File: src/rtl/tc_pkg.sv
// Shared definitions for the traffic sensor conditioner.
// Holds the road/sensor index map, the special-service FSM encoding, the
// default filter and congestion lengths, and two small combinational helpers.
package tc_pkg;

    localparam int ROAD_A = 0;
    localparam int ROAD_B = 1;
    localparam int ROAD_C = 2;
    localparam int ROAD_D = 3;

    localparam int NUM_ROADS        = 4;
    localparam int SENSORS_PER_ROAD = 3;
    localparam int NUM_SS           = 4;
    localparam int NUM_INPUTS       = NUM_ROADS * SENSORS_PER_ROAD + NUM_SS;
    // Special-service channels sit above the road sensors in the input vector.
    localparam int SS_BASE          = NUM_ROADS * SENSORS_PER_ROAD;

    localparam int DEB_CYCLES_DEFAULT  = 4;
    localparam int CONG_CYCLES_DEFAULT = 8;

    typedef enum logic {
        SS_IDLE = 1'b0,
        SS_REQ  = 1'b1
    } ss_state_t;

    // Number of active sensors among a road's three.
    function automatic logic [1:0] count3(input logic [2:0] v);
        return {1'b0, v[0]} + {1'b0, v[1]} + {1'b0, v[2]};
    endfunction

    // Lowest set bit of a 4-bit vector; 0 when the vector is empty.
    function automatic logic [1:0] lowest_index(input logic [3:0] v);
        logic [1:0] idx;
        idx = 2'd0;
        for (int i = 3; i >= 0; i--) begin
            if (v[i]) idx = 2'(i);
        end
        return idx;
    endfunction

endpackage

File: src/rtl/tc_debounce.sv
// Single-input conditioner: two-flop synchronizer followed by a debounce
// counter. The filtered value only flips after DEB_CYCLES consecutive
// synchronized samples disagree with it, so the raw-to-filtered latency is
// DEB_CYCLES+2 clock edges.
//
// Ports:
//   clock - rising-edge clock
//   clear - synchronous active-low reset
//   raw   - asynchronous raw input
//   filt  - debounced, synchronized output
module tc_debounce
    import tc_pkg::*;
#(
    parameter int DEB_CYCLES = DEB_CYCLES_DEFAULT
) (
    input  logic clock,
    input  logic clear,
    input  logic raw,
    output logic filt
);

    logic       sync1;
    logic       sync2;
    logic [3:0] cnt;

    // The counter tracks how long sync2 has disagreed with filt; reaching
    // DEB_CYCLES-1 while still disagreeing means this is the DEB_CYCLES-th
    // differing sample, so the filter flips on this edge.
    always_ff @(posedge clock) begin
        if (!clear) begin
            sync1 <= 1'b0;
            sync2 <= 1'b0;
            cnt   <= '0;
            filt  <= 1'b0;
        end else begin
            sync1 <= raw;
            sync2 <= sync1;
            if (sync2 != filt) begin
                if (cnt == 4'(DEB_CYCLES - 1)) begin
                    filt <= sync2;
                    cnt  <= '0;
                end else begin
                    cnt <= cnt + 4'd1;
                end
            end else begin
                cnt <= '0;
            end
        end
    end

endmodule

File: src/rtl/tc_sensor_conditioner.sv
// Front end for a four-road traffic controller. Conditions twelve vehicle
// sensors and four special-service requests, then derives per-road
// occupancy levels, latched service requests, congestion flags and a
// one-at-a-time special-service request handshake.
//
// Ports:
//   clock, clear           - clock and synchronous active-low reset
//   a1..d3                 - raw vehicle sensors, three per road
//   ss1..ss4               - raw special-service requests
//   serve[3:0]             - controller grant pulse per road
//   ss_ack                 - controller accepts presented special request
//   lvl_a..lvl_d[1:0]      - number of active filtered sensors per road
//   req[3:0]               - latched per-road service request
//   cong[3:0]              - per-road congestion flag
//   ss_req, ss_id[1:0]     - special-service request valid and its channel
module tc_sensor_conditioner
    import tc_pkg::*;
#(
    parameter int DEB_CYCLES  = DEB_CYCLES_DEFAULT,
    parameter int CONG_CYCLES = CONG_CYCLES_DEFAULT
) (
    input  logic       clock,
    input  logic       clear,
    input  logic       a1,
    input  logic       a2,
    input  logic       a3,
    input  logic       b1,
    input  logic       b2,
    input  logic       b3,
    input  logic       c1,
    input  logic       c2,
    input  logic       c3,
    input  logic       d1,
    input  logic       d2,
    input  logic       d3,
    input  logic       ss1,
    input  logic       ss2,
    input  logic       ss3,
    input  logic       ss4,
    input  logic [3:0] serve,
    input  logic       ss_ack,
    output logic [1:0] lvl_a,
    output logic [1:0] lvl_b,
    output logic [1:0] lvl_c,
    output logic [1:0] lvl_d,
    output logic [3:0] req,
    output logic [3:0] cong,
    output logic       ss_req,
    output logic [1:0] ss_id
);

    localparam logic [7:0] CONG_MAX = 8'(CONG_CYCLES);

    logic [NUM_INPUTS-1:0] raw_in;
    logic [NUM_INPUTS-1:0] filt;
    logic [1:0]            lvl [NUM_ROADS];
    logic [7:0]            cong_cnt [NUM_ROADS];

    logic [NUM_SS-1:0] ss_filt;
    logic [NUM_SS-1:0] ss_prev;
    logic [NUM_SS-1:0] ss_rise;
    logic [NUM_SS-1:0] ss_pend;
    logic [NUM_SS-1:0] ss_mask;
    logic [NUM_SS-1:0] pend_clr;
    logic [1:0]        ss_id_next;
    ss_state_t         state;
    ss_state_t         state_next;

    assign raw_in[ROAD_A*SENSORS_PER_ROAD +: SENSORS_PER_ROAD] = {a3, a2, a1};
    assign raw_in[ROAD_B*SENSORS_PER_ROAD +: SENSORS_PER_ROAD] = {b3, b2, b1};
    assign raw_in[ROAD_C*SENSORS_PER_ROAD +: SENSORS_PER_ROAD] = {c3, c2, c1};
    assign raw_in[ROAD_D*SENSORS_PER_ROAD +: SENSORS_PER_ROAD] = {d3, d2, d1};
    assign raw_in[SS_BASE +: NUM_SS]                           = {ss4, ss3, ss2, ss1};

    for (genvar gi = 0; gi < NUM_INPUTS; gi++) begin : g_deb
        tc_debounce #(
            .DEB_CYCLES(DEB_CYCLES)
        ) u_deb (
            .clock(clock),
            .clear(clear),
            .raw  (raw_in[gi]),
            .filt (filt[gi])
        );
    end

    // Road bookkeeping. req and the congestion counter look at the
    // registered level, so they trail the level by one edge; serve wins
    // over a set in the same cycle and the request re-arms next edge.
    always_ff @(posedge clock) begin
        if (!clear) begin
            req <= '0;
            for (int r = 0; r < NUM_ROADS; r++) begin
                lvl[r]      <= 2'd0;
                cong_cnt[r] <= 8'd0;
            end
        end else begin
            for (int r = 0; r < NUM_ROADS; r++) begin
                lvl[r] <= count3(filt[r*SENSORS_PER_ROAD +: SENSORS_PER_ROAD]);
                req[r] <= (req[r] | (lvl[r] != 2'd0)) & ~serve[r];
                if (lvl[r] == 2'd3) begin
                    if (cong_cnt[r] != CONG_MAX) cong_cnt[r] <= cong_cnt[r] + 8'd1;
                end else begin
                    cong_cnt[r] <= 8'd0;
                end
            end
        end
    end

    for (genvar gr = 0; gr < NUM_ROADS; gr++) begin : g_cong
        assign cong[gr] = (cong_cnt[gr] == CONG_MAX);
    end

    assign lvl_a = lvl[ROAD_A];
    assign lvl_b = lvl[ROAD_B];
    assign lvl_c = lvl[ROAD_C];
    assign lvl_d = lvl[ROAD_D];

    assign ss_filt = filt[SS_BASE +: NUM_SS];
    assign ss_rise = ss_filt & ~ss_prev;

    // A rise on the channel being granted now, or on the one currently
    // presented, is masked so it cannot queue a duplicate request.
    always_comb begin
        state_next = state;
        ss_id_next = ss_id;
        pend_clr   = '0;
        ss_mask    = '0;
        case (state)
            SS_IDLE: begin
                if (|ss_pend) begin
                    state_next = SS_REQ;
                    ss_id_next = lowest_index(ss_pend);
                    pend_clr   = 4'(1) << lowest_index(ss_pend);
                    ss_mask    = 4'(1) << lowest_index(ss_pend);
                end
            end
            SS_REQ: begin
                ss_mask = 4'(1) << ss_id;
                if (ss_ack) state_next = SS_IDLE;
            end
            default: state_next = SS_IDLE;
        endcase
    end

    always_ff @(posedge clock) begin
        if (!clear) begin
            state   <= SS_IDLE;
            ss_id   <= 2'd0;
            ss_pend <= '0;
            ss_prev <= '0;
        end else begin
            state   <= state_next;
            ss_id   <= ss_id_next;
            ss_prev <= ss_filt;
            ss_pend <= (ss_pend & ~pend_clr) | (ss_rise & ~ss_mask);
        end
    end

    assign ss_req = (state == SS_REQ);

endmodule

File: config.mk
export PLATFORM = sky130hd
export DESIGN_NAME = tc_sensor_conditioner
export DESIGN_NICKNAME = d
export VERILOG_FILES = /design/src/rtl/tc_pkg.sv /design/src/rtl/tc_debounce.sv /design/src/rtl/tc_sensor_conditioner.sv
export SDC_FILE = /design/constraint.sdc
export NUM_CORES = 1
export LEC_CHECK = 0
export ABC_CLOCK_PERIOD_IN_PS = 4300
export CAP_MARGIN = 40
export CORE_MARGIN = 3
export CORE_UTILIZATION = 63
export DETAILED_ROUTE_END_ITERATION = 7
export PLACE_DENSITY_LB_ADDON = 0.2
export SETUP_SLACK_MARGIN = 0.2
export SLEW_MARGIN = 20
export SYNTH_ARGS = -nofsm -noshare
export SYNTH_HDL_FRONTEND = slang
export SYNTH_SLANG_ARGS = --single-unit
File: constraint.sdc
create_clock -name clock -period 4.3 [get_ports clock]
set_input_delay 0.86 -clock clock [delete_from_list [all_inputs] [get_ports clock]]
set_output_delay 0.86 -clock clock [all_outputs]
set_load 0.02 [all_outputs]
* After elaboration in Yosys (flattened, before gate mapping)
Memory sizes are Yosys's and may differ from the RTL's.
Cells that the tools add are included.
** Operators by class
- $add $sub $neg :: 28
- Equality and inequality tests :: 44
- Shift-type cells :: 2
- Muxes and demuxes :: 54
- Bitwise gates (word level) :: 49
- Reductions and logical operators :: 38
** Operators with widths (number)
- 4-bit by 1-bit adder with 4-bit output, second input constant :: 16
- 4-bit by 2-bit == test with 1-bit output, second input constant :: 16
- 8-bit two-way mux :: 8
- 3-bit OR reduction :: 16
- 2-bit AND reduction :: 17
- 8-bit by 1-bit adder with 8-bit output, second input constant :: 4
- 8-bit by 4-bit == test with 1-bit output, second input constant :: 4
- 1-bit two-way mux :: 32
- 8-bit by 4-bit inequality test with 1-bit output, second input constant :: 4
- 1-bit NOT :: 22
- 2-bit two-way mux :: 10
- 1-bit inequality test :: 16
- 1-bit OR :: 16
- 4-bit bitwise AND :: 3
- 4-bit NOT :: 3
- 1-bit by 1-bit adder with 2-bit output :: 4
- 2-bit by 1-bit adder with 2-bit output :: 4
- 2-bit == test, second input constant :: 4
- 4-bit two-way mux :: 2
- 4-bit case mux with 2 select lines :: 1
- 2-bit nonzero test :: 4
- 1-bit by 2-bit left shift with 4-bit output, first input constant :: 2
- 1-bit bitwise AND :: 4
- 4-bit OR :: 1
- other kinds (2) :: 2
** Word-level totals
- Register bits :: 127
- Bits in writable memories :: 40
- Output and inout bits :: 19
- Word-level logic and storage cells :: 286
- Memories :: 2
** Memories
- cong_cnt :: depth 4, width 8, rd ports 4, clocked after Yosys merged registers in 0, wr ports 4, line tc_sensor_conditioner.sv:57 : logic [7:0] cong_cnt [NUM_ROADS];
- lvl :: depth 4, width 2, rd ports 4, clocked after Yosys merged registers in 0, wr ports 4, line tc_sensor_conditioner.sv:56 : logic [1:0] lvl [NUM_ROADS];

* Longest topological paths before layout
Gate-level depths: netlist of the first run.
- Depth after elaboration :: 12
- Depth in mapped cells :: 5

* By module
From an unflattened synthesis of the first run, not the netlist that was laid out.
** Second synthesis, totals
- Cell total of the unflattened synthesis :: 627
- Area total of the unflattened synthesis :: 6632.6 sq um
** By module, submodules not included
- tc_debounce :: times used 16, cells each 23, area each 245.2 sq um, sequential area each 140.1 sq um
- tc_sensor_conditioner :: times used 1, cells each 259, area each 2708.8 sq um, sequential area each 1421.4 sq um

* Worst setup path after synthesis of the first run
OpenSTA, ideal clock, no wires.
- Kind :: flip-flop to output port
- Start :: mem cong_cnt[1][0]
- End :: out cong[1]
- Data arrival time :: 1.776 ns
- Path slack :: 1.664 ns
- Cell stages (with the launch flop) :: 5
- Path buffers :: 0
- Cell sequence :: edfxtp_1 -> inv_1 -> ha_1 -> or4b_4 -> nor4_1
** RTL lines
- from (decl) :: line tc_sensor_conditioner.sv:57
- to (decl) :: line tc_sensor_conditioner.sv:47 : output logic [3:0] cong,

==> flow_metrics.env, run 1 <==
export IMPL_status="completed"
export IMPL_path_max_fanout=7
export IMPL_tightest_slew_ns=0.681
export IMPL_dp_slack_ns=1.34
export IMPL_ys_async_sr_fraction=0
export IMPL_dp_hpwl_um=7560
export IMPL_synth_edff_count=32
export IMPL_synth_area_um2=6710
export IMPL_combPwrFrac=0.019
export IMPL_diodes=0
export IMPL_rsz0062_at_grt="no"
export IMPL_syn_nets=688
export IMPL_seqPwrFrac=0.528
export IMPL_firstDrtPassIters=4
export IMPL_r2r_slack_ns=2.20
export IMPL_wl_per_cell_um=13.1
export IMPL_place_inst=804
export IMPL_final_common_cell="dfxtp_1"
export IMPL_power_density_nw_per_um2=393
export IMPL_clockPowerShare=0.453
export IMPL_postSynthCellCount=637
export IMPL_relSlewSlack=0.546
export IMPL_fin_nets=738
export IMPL_clk_latency_ns=0.52
export IMPL_critPathCaptureType="output port"
export IMPL_die_area_um2=11900
export IMPL_layout_setup_ws_ns=0.777
export IMPL_syn_to_final_growth_pct=16.2
export IMPL_ir_worst_vdd_uv=265
export IMPL_cts_num_sinks=167
export IMPL_fmax_mhz=284
export IMPL_yosys_most_used_dff="dfxtp_1"
export IMPL_power_switching_uw=597
export IMPL_ys_seq_elements=167
export IMPL_fp_dieH_um=109
export IMPL_grt_pass1_wl_um=18900
export IMPL_clk_pin_slew_ns=0.06
export IMPL_vias_per_cell=5.35
export IMPL_crit_arrival_ns=2.66
export IMPL_drtIter0Drc=212
export IMPL_swShare=0.195
export IMPL_finalCritPeriodShare=0.819
export IMPL_ys_seq_area_frac=0.546
export IMPL_ys_warn_count=0
export IMPL_yosysUniqueCellTypes=42
export IMPL_cts_tree="built"
export IMPL_final_setup_tns_ns=0
export IMPL_drive_above_1_share=0.0802
export IMPL_die_x_um=109
export IMPL_worst_clock_skew_ns=0.00737
export IMPL_finalWeightedCongestion=0.848
export IMPL_final_cells=834
export IMPL_grt_overflow=0
export IMPL_grt_max_degree=46
export IMPL_start_util=0.649
export IMPL_cap_violations=0
export IMPL_fp_row_count=37
export IMPL_vias=4461
export IMPL_clk_path_buf_depth=2
export IMPL_routed_wl_um=11000
export IMPL_power_internal_mw=2.47
export IMPL_min_period_ns=3.52
export IMPL_post_cts_hold_buffer_count=0
export IMPL_hold_viol=0
export IMPL_finalMaxSlewViolations=0
export IMPL_root_buffer="clkbuf_8"
export IMPL_worstSetupStartpointType="register"
export IMPL_mostFrequentLayoutCells="dfxtp_1, nor2_1, nand3_1"
export IMPL_route_detailed_drc=0
export IMPL_setup_violations=0
export IMPL_core_um2=10300
export IMPL_path_class="register to output port"
export IMPL_min_path_type="register to register"
export IMPL_critPathRequiredTime_ns=3.44
export IMPL_ant_nets=0
export IMPL_grt_antenna_before_repair=0
export IMPL_postSynthAreaPerCell_um2=10.5
export IMPL_io_buffer_count=41
export IMPL_cts_htree_levels=4
export IMPL_p_leak_nw=3.11
export IMPL_fill_cells=734
export IMPL_ios=42
export IMPL_cts_buffers=17
export IMPL_grt_pass1_vias=4509
export IMPL_grt_total_usage=0.200
export IMPL_ctsResizeCount=0
export IMPL_postCtsSetupRepairBufs=0
-- logic make-up (layout without fill, tap and decap cells) --
kind of cell,Yosys count,count (layout),synth area share
buf+inv,47,108,0.0265
fa+ha+maj,28,28,0.0567
mux,16,16,0.0239
xor+xnor,57,57,0.0745
compound gates,48,48,0.0526
flops,167,167,0.546
simple gates,274,274,0.219
-- Yosys cell counts, drive strengths merged (7+ instances only) --
cell type	instances	area, µm²
a21oi	17	85.1
and2	44	275
clkbuf	10	37.5
dfxtp	135	2700
edfxtp	32	961
ha	24	300
inv	35	131
mux2i	16	160
nand2	16	60.1
nand3	51	255
nor2	84	315
nor2b	17	106
nor3	7	35.0
nor3b	8	60.1
o21ai	14	70.1
or3	12	76.3
or3b	16	140
xnor2	22	193
xor2	35	307
-- flip-flops by register name, summed over array words and instances, names as in the netlist --
name               count
g_deb.u_deb.cnt       64
cong_cnt              32
g_deb.u_deb.filt      16
g_deb.u_deb.sync1     16
g_deb.u_deb.sync2     16
lvl                    8
req                    4
ss_pend                4
ss_prev                4
ss_id                  2
ss_req                 1
-- power by group through the flow --
stage	clock network, mW	logic, mW	registers (mW)
6_report	1.39	0.0589	1.62
5_1_grt	1.48	0.0665	1.62
4_1_cts	1.42	0.0603	1.62
3_5_place_dp	0	0.0596	1.65
3_3_place_gp	0	0.0573	1.65
2_1_floorplan	0	0.0327	1.65
-- metal layers --
layer	vias up	wire, µm	GRT usage
li1	2246	-	-
met4	0	199	0.0748
met2	88	5670	0.358
met3	20	410	0.0557
met5	-	0	0
met1	2107	4670	0.226
-- path summary, 6_finish.rpt --
check,from,end,cells past startpoint
worst max-delay path,cong_cnt[0][0],cong[0],5
worst min-delay path,ss_prev[0],ss_pend[0],1
worst max register to register,cong_cnt[0][0],cong_cnt[0][0],5
worst min register to register,ss_prev[0],ss_pend[0],1
-- metrics by stage --
step,power [mW],utilization,hold WS [ns],area [µm²]
CTS,3.10,0.755,0.425,7790
detailed placement,1.71,0.702,0.417,7250
global placement,1.71,0.702,0.410,7250
finish,3.06,0.755,0.420,7790
floorplan,1.68,-,0.400,6710
global route,3.17,0.755,0.435,7790
-- layout make-up --
cell class                 instances  area (µm²)  share of cell area
sequential                       167        3660               0.470
multi-input combinational        423        2860               0.367
clock buffer                      23         478              0.0613
timing repair buffer              43         420              0.0539
tap                              136         170              0.0218
inverter                          35         131              0.0169
clock inverter                     7        66.3             0.00851
-- critical path: stages, from the launching register on --
cell             delay (ns)
edfxtp_1               0.47
inv_1                  0.10
ha_1                   0.15
or4b_4                 0.49
nor3_1                 0.27
clkdlybuf4s50_1        0.66
No activity file was read; power rests on OpenSTA's default activity.
==> inputs of run 2 (changes only) <==
Settings changed: ABC_CLOCK_PERIOD_IN_PS 4300 to 3400, CORE_UTILIZATION 63 to 59.
Clock period 4.3 ns to 3.4 ns, I/O delays scaled along.
==> run 2 against run 1 <==
  * Clock skew about the same
  * Hold slack improved by 0.0033 ns
  * Combinational power increased by 30%
  * Design area rose by 0.37%
  * Global-route usage shrank 1.7 points
  * Clock power up 26%
  * Clock-buffer cell count down 5
  * Sequential share of layout area shrank 0.17 points
  * First-iteration DRC count shrank 18%
  * Power grew 26%
  * Setup slack got worse by 0.45 ns
  * Routed wire length decreased by 1.5%
==> flow_metrics.env, run 2 (synthesized netlist as in run 1, its figures left out) <==
export IMPL_vias_per_cell=5.22
export IMPL_cap_violations=0
export IMPL_largestRegisters="g_deb.u_deb.cnt: 64 flops, cong_cnt: 32 flops"
export IMPL_status="completed"
export IMPL_crit_slowest_cell="clkdlybuf4s50_1"
export IMPL_clk_pin_slew_ns=0.07
export IMPL_fmax_mhz=325
export IMPL_core_um2=11000
export IMPL_finalCritPeriodShare=0.904
export IMPL_setup_violations=0
export IMPL_cts_buffers=17
export IMPL_p_leak_nw=3.15
export IMPL_drive_above_1_share=0.0883
export IMPL_crit_arrival_ns=2.39
export IMPL_ant_nets=0
export IMPL_relSlewSlack=0.673
export IMPL_critPathRequiredTime_ns=2.72
export IMPL_cp_cell_sequence="or4_4 -> nor3_1 -> clkdlybuf4s50_1"
export IMPL_rsz0062_at_grt="no"
export IMPL_fill_cells=784
export IMPL_worst_clock_skew_ns=0.00707
export IMPL_finalWeightedCongestion=0.808
export IMPL_largest_register="g_deb.u_deb.cnt"
export IMPL_critPathTopFamily="simple AND/OR/NAND/NOR gates"
export IMPL_grt_antenna_before_repair=0
export IMPL_grt_overflow=0
export IMPL_grt_total_usage=0.183
export IMPL_vias=4395
export IMPL_path_class="register to output port"
export IMPL_hold_viol=0
export IMPL_hold_ws_ns=0.423
export IMPL_route_detailed_drc=0
export IMPL_p_total_mw=3.87
export IMPL_grt_pass1_wl_um=19300
export IMPL_firstDrtPassIters=4
export IMPL_ir_worst_vdd_uv=295
export IMPL_mostFrequentLayoutCells="dfxtp_1, nor2_1, nand3_1"
export IMPL_power_density_nw_per_um2=495
export IMPL_r2r_slack_ns=1.39
export IMPL_grt_pass1_vias=4482
export IMPL_path_max_fanout=5
export IMPL_fp_dieH_um=113
export IMPL_syn_to_final_growth_pct=16.7
export IMPL_clk_latency_ns=0.41
export IMPL_final_cell_area_um2=7820
export IMPL_min_path_type="register to register"
export IMPL_tightest_slew_ns=0.488
export IMPL_root_buffer="clkbuf_16"
export IMPL_min_period_ns=3.07
export IMPL_largest_register_ffs=64
export IMPL_drtIter0Drc=174
export IMPL_clk_path_buf_depth=2
export IMPL_worstSetupStartpointType="register"
export IMPL_cts_num_sinks=167
export IMPL_cts_tree="built"
export IMPL_wl_per_cell_um=12.8
export IMPL_final_common_cell="dfxtp_1"
export IMPL_diodes=0
export IMPL_die_x_um=113
export IMPL_fp_row_count=38
export IMPL_die_area_um2=12700
export IMPL_final_setup_tns_ns=0
export IMPL_critPathCaptureType="output port"
export IMPL_routed_wl_um=10800
export IMPL_placed_area_um2=7270
export IMPL_ios=42
export IMPL_cts_htree_levels=4
export IMPL_dp_hpwl_um=7590
export IMPL_start_util=0.611
export IMPL_finalMaxSlewViolations=0
export IMPL_fin_util=0.712
export IMPL_io_buffer_count=41
export IMPL_fin_nets=740
export IMPL_grt_max_degree=30
export IMPL_critPathBufInv=1
export IMPL_slowest_delay_ns=0.66
run 2: changes by cell type in the layout (fill, tap and decap cells not counted), sizes merged:
cell / before / now
clkinv: 3 / 7
clkdlybuf4s50: 40 / 38
bufinv: 1 / 0
inv: 38 / 40
buf: 3 / 5
dlymetal6s2s: 0 / 2
clkbuf: 23 / 18
clkinvlp: 0 / 2
run 2: where the power goes:
part / switching [mW] / total (mW) / leakage (nW) / internal, mW
Sequential: 0.0115 / 2.04 / 1.49 / 2.03
Clock: 0.801 / 1.75 / 0.265 / 0.953
Combinational: 0.0320 / 0.0763 / 1.39 / 0.0443
run 2: final timing paths:
check                         to  cells after the start            from
setup reg to reg  cong_cnt[0][6]                      5  cong_cnt[0][0]
hold / removal        ss_pend[0]                      1      ss_prev[0]
setup / recovery         cong[3]                      3  cong_cnt[3][2]
hold reg to reg       ss_pend[0]                      1      ss_prev[0]
run 2: worst reg2reg max path, delay by kind of cell (launching register included):
family	cells	cell delay, ns
buf+inv	1	0.10
simple gates	3	1.00
fa+ha+maj	1	0.13
flops	1	0.47
run 2: area by class of cell:
cell class                 instances  area (µm²)  area share
clock buffer                      18         429      0.0549
clock inverter                    14         119      0.0152
inverter                          35         131      0.0168
multi-input combinational        423        2860       0.366
sequential                       167        3660       0.468
tap                              140         175      0.0224
timing repair buffer              45         440      0.0563
run 2: timing repair:
item,CTS,global route
hold buffers,0,0
resized for setup,0,2
buffers inserted,0,0
endpoints found under the setup margin,0,2
run 2: metal layers:
| layer | GRT usage | part of all wire |
|---|---|---|
| met3 | 0.0458 | 0.035 |
| met1 | 0.228 | 0.46 |
| met2 | 0.308 | 0.49 |
| met5 | 0 | 0 |
| met4 | 0.0665 | 0.017 |
run 2: per-stage QoR:
| step | worst slack [ns] | std cells |
|---|---|---|
| 2_1_floorplan | 0.886 | 637 |
| 3_3_place_gp | 0.705 | 810 |
| 3_5_place_dp | 0.671 | 810 |
| 4_1_cts | 0.227 | 842 |
| 5_1_grt | 0.239 | 842 |
| 6_report | 0.326 | 842 |
==> inputs of run 3 (changes only) <==
--- a/config.mk
+++ b/config.mk
@@ -18 +18,2 @@
 export SYNTH_SLANG_ARGS = --single-unit
+export TNS_END_PERCENT = 30
==> constraint.sdc (replaced) <==
create_clock -name clock -period 3.4 [get_ports clock]
set_input_delay 1.02 -clock clock [delete_from_list [all_inputs] [get_ports clock]]
set_output_delay 1.02 -clock clock [all_outputs]
set_load 0.02 [all_outputs]
==> run 3 against run 2 <==
  * Via count is 1.4% higher
  * Setup slack worse by 0.15 ns
  * Register-to-register slack worse by 0.02 ns
  * Die area stayed put
  * Clock-buffer cell count is 3 higher
  * Hold slack better by 0.0020 ns
  * Sequential power hardly changed
==> flow_metrics.env, run 3 (synthesized netlist as in run 1, its figures left out) <==
export IMPL_r2r_slack_ns=1.37
export IMPL_min_period_ns=3.22
export IMPL_final_common_cell="dfxtp_1"
export IMPL_mostFrequentLayoutCells="dfxtp_1, nor2_1, nand3_1"
export IMPL_power_internal_mw=3.16
export IMPL_fill_cells=766
export IMPL_fmax_mhz=310
export IMPL_cts_htree_levels=4
export IMPL_firstDrtPassIters=4
export IMPL_cp_cell_sequence="inv_1 -> ha_1 -> or4b_4 -> nor3_1 -> dlygate4sd2_1"
export IMPL_ir_worst_vdd_uv=270
export IMPL_start_util=0.611
export IMPL_crit_arrival_ns=2.20
export IMPL_clk_latency_ns=0.41
export IMPL_clockPowerShare=0.463
export IMPL_seqPwrFrac=0.518
export IMPL_tightest_slew_ns=0.506
export IMPL_rr_endpoint="cong_cnt[0][1]"
export IMPL_crit_slowest_cell="edfxtp_1"
export IMPL_drive_above_1_share=0.0897
export IMPL_clk_path_buf_depth=2
export IMPL_vias_per_cell=5.29
export IMPL_fp_row_count=38
export IMPL_core_um2=11000
export IMPL_critPathRequiredTime_ns=2.38
export IMPL_grt_pass1_wl_um=18900
export IMPL_io_buffer_count=41
export IMPL_vias=4458
export IMPL_root_buffer="clkbuf_16"
export IMPL_die_x_um=113
export IMPL_drtIter0Drc=249
export IMPL_postCtsSetupRepairBufs=0
export IMPL_cts_tree="built"
export IMPL_rsz0062_at_grt="yes"
export IMPL_worst_hold_startpoint="ss_prev[0]"
export IMPL_path_max_fanout=7
export IMPL_grtUsageMet2=0.310
export IMPL_largestRegisters="g_deb.u_deb.cnt: 64 flops, cong_cnt: 32 flops"
export IMPL_syn_to_final_growth_pct=17.0
export IMPL_grt_overflow=0
export IMPL_finalWeightedCongestion=0.836
export IMPL_relSlewSlack=0.662
export IMPL_cts_num_sinks=167
export IMPL_min_to="ss_pend[0]"
export IMPL_critPathBufInv=2
export IMPL_diodes=0
export IMPL_setup_violations=0
export IMPL_p_leak_nw=3.15
export IMPL_final_setup_tns_ns=0
export IMPL_largest_register="g_deb.u_deb.cnt"
export IMPL_cap_violations=0
export IMPL_fin_util=0.714
export IMPL_grt_max_degree=42
export IMPL_finalCritPeriodShare=0.948
export IMPL_worst_clock_skew_ns=0.0104
export IMPL_swShare=0.200
export IMPL_min_path_type="register to register"
export IMPL_cts_buffers=17
export IMPL_combPwrFrac=0.019
export IMPL_clk_pin_slew_ns=0.06
export IMPL_power_switching_uw=788
export IMPL_busiest_layer="met2"
export IMPL_grt_antenna_before_repair=0
export IMPL_use_met3=0.0469
export IMPL_grt_total_usage=0.182
export IMPL_status="completed"
export IMPL_hold_ws_ns=0.425
export IMPL_met1_usage=0.218
export IMPL_grt_pass1_vias=4487
export IMPL_hold_viol=0
export IMPL_path_class="register to output port"
export IMPL_ant_nets=0
export IMPL_slowest_delay_ns=0.48
export IMPL_routed_wl_um=10900
export IMPL_power_density_nw_per_um2=503
export IMPL_wl_per_cell_um=12.9
export IMPL_dp_hpwl_um=7680
export IMPL_critPathTopFamily="simple AND/OR/NAND/NOR gates"
export IMPL_rr_startpoint="cong_cnt[0][0]"
export IMPL_route_detailed_drc=0
export IMPL_critPathCaptureType="output port"
export IMPL_fp_dieH_um=113
export IMPL_ios=42
export IMPL_r2r_cells=5
export IMPL_worstSetupStartpointType="register"
export IMPL_whs_path_depth=1
export IMPL_largest_register_ffs=64
export IMPL_die_area_um2=12700
export IMPL_fin_nets=740
export IMPL_finalMaxSlewViolations=0
==> run 3: changes by cell type in the layout (fill, tap and decap cells not counted), sizes merged, moves of 2 or more <==
cell and delta:
clkbuf +3, clkdlybuf4s50 -2, clkinv -3, clkinvlp +3
dlygate4sd2 +3, inv -4
==> run 3: worst reg2reg max path, cell delays in order (launching register included) <==
cell,delay [ns]
edfxtp_1,0.48
inv_1,0.09
ha_1,0.13
or4b_4,0.48
nor3_1,0.24
nand2_1,0.28
==> run 3: worst max path at each step <==
| stage | depth (start not counted) | slack (ns) | endpoint | from |
|---|---|---|---|---|
| final | 5 | 0.18 | cong[0] | cong_cnt[0][0] |
| after global routing | 5 | 0.02 | cong[0] | cong_cnt[0][0] |
| after CTS | 3 | 0.04 | cong[2] | cong_cnt[2][2] |
| after detailed placement | 5 | 0.31 | cong[0] | cong_cnt[0][0] |
| after global placement | 5 | 0.37 | cong[0] | cong_cnt[0][0] |
| after floorplan | 4 | 0.60 | cong[1] | cong_cnt[1][0] |
==> run 3: layer usage <==
| metal | routed length, µm | vias up |
|---|---|---|
| met5 | 0 | - |
| met4 | 181 | 0 |
| met3 | 468 | 21 |
| met2 | 5420 | 80 |
| met1 | 4810 | 2102 |
| li1 | - | 2255 |
==> run 3: cell type report <==
type | instances | area, µm² | share of cell area
clock inverter | 11 | 97.6 | 0.0124
clock buffer | 21 | 480 | 0.0612
sequential | 167 | 3660 | 0.467
multi-input combinational | 423 | 2860 | 0.365
inverter | 35 | 131 | 0.0167
timing repair buffer | 45 | 434 | 0.0553
tap | 140 | 175 | 0.0223
==> run 3: what timing repair did <==
| item | in CTS | in global routing |
|---|---|---|
| hold buffers | 0 | 0 |
| endpoints found under the setup margin | 4 | 3 |
| resized for setup | 3 | 1 |
==> run 3: power by group through the flow <==
stage / combinational (mW) / sequential [mW] / clock [mW]
4_1_cts: 0.0779 / 2.04 / 1.86
6_report: 0.0765 / 2.04 / 1.83
3_3_place_gp: 0.0753 / 2.09 / 0
2_1_floorplan: 0.0414 / 2.08 / 0
5_1_grt: 0.0860 / 2.05 / 1.95
3_5_place_dp: 0.0774 / 2.09 / 0
==> run 3: stage by stage <==
stage	power, mW	std cells	setup WS [ns]	area (µm²)
finish	3.95	842	0.177	7850
global route	4.08	842	0.0168	7850
CTS	3.99	842	0.0400	7840
detailed placement	2.17	810	0.309	7270
global placement	2.16	810	0.368	7270
floorplan	2.13	637	0.604	6710
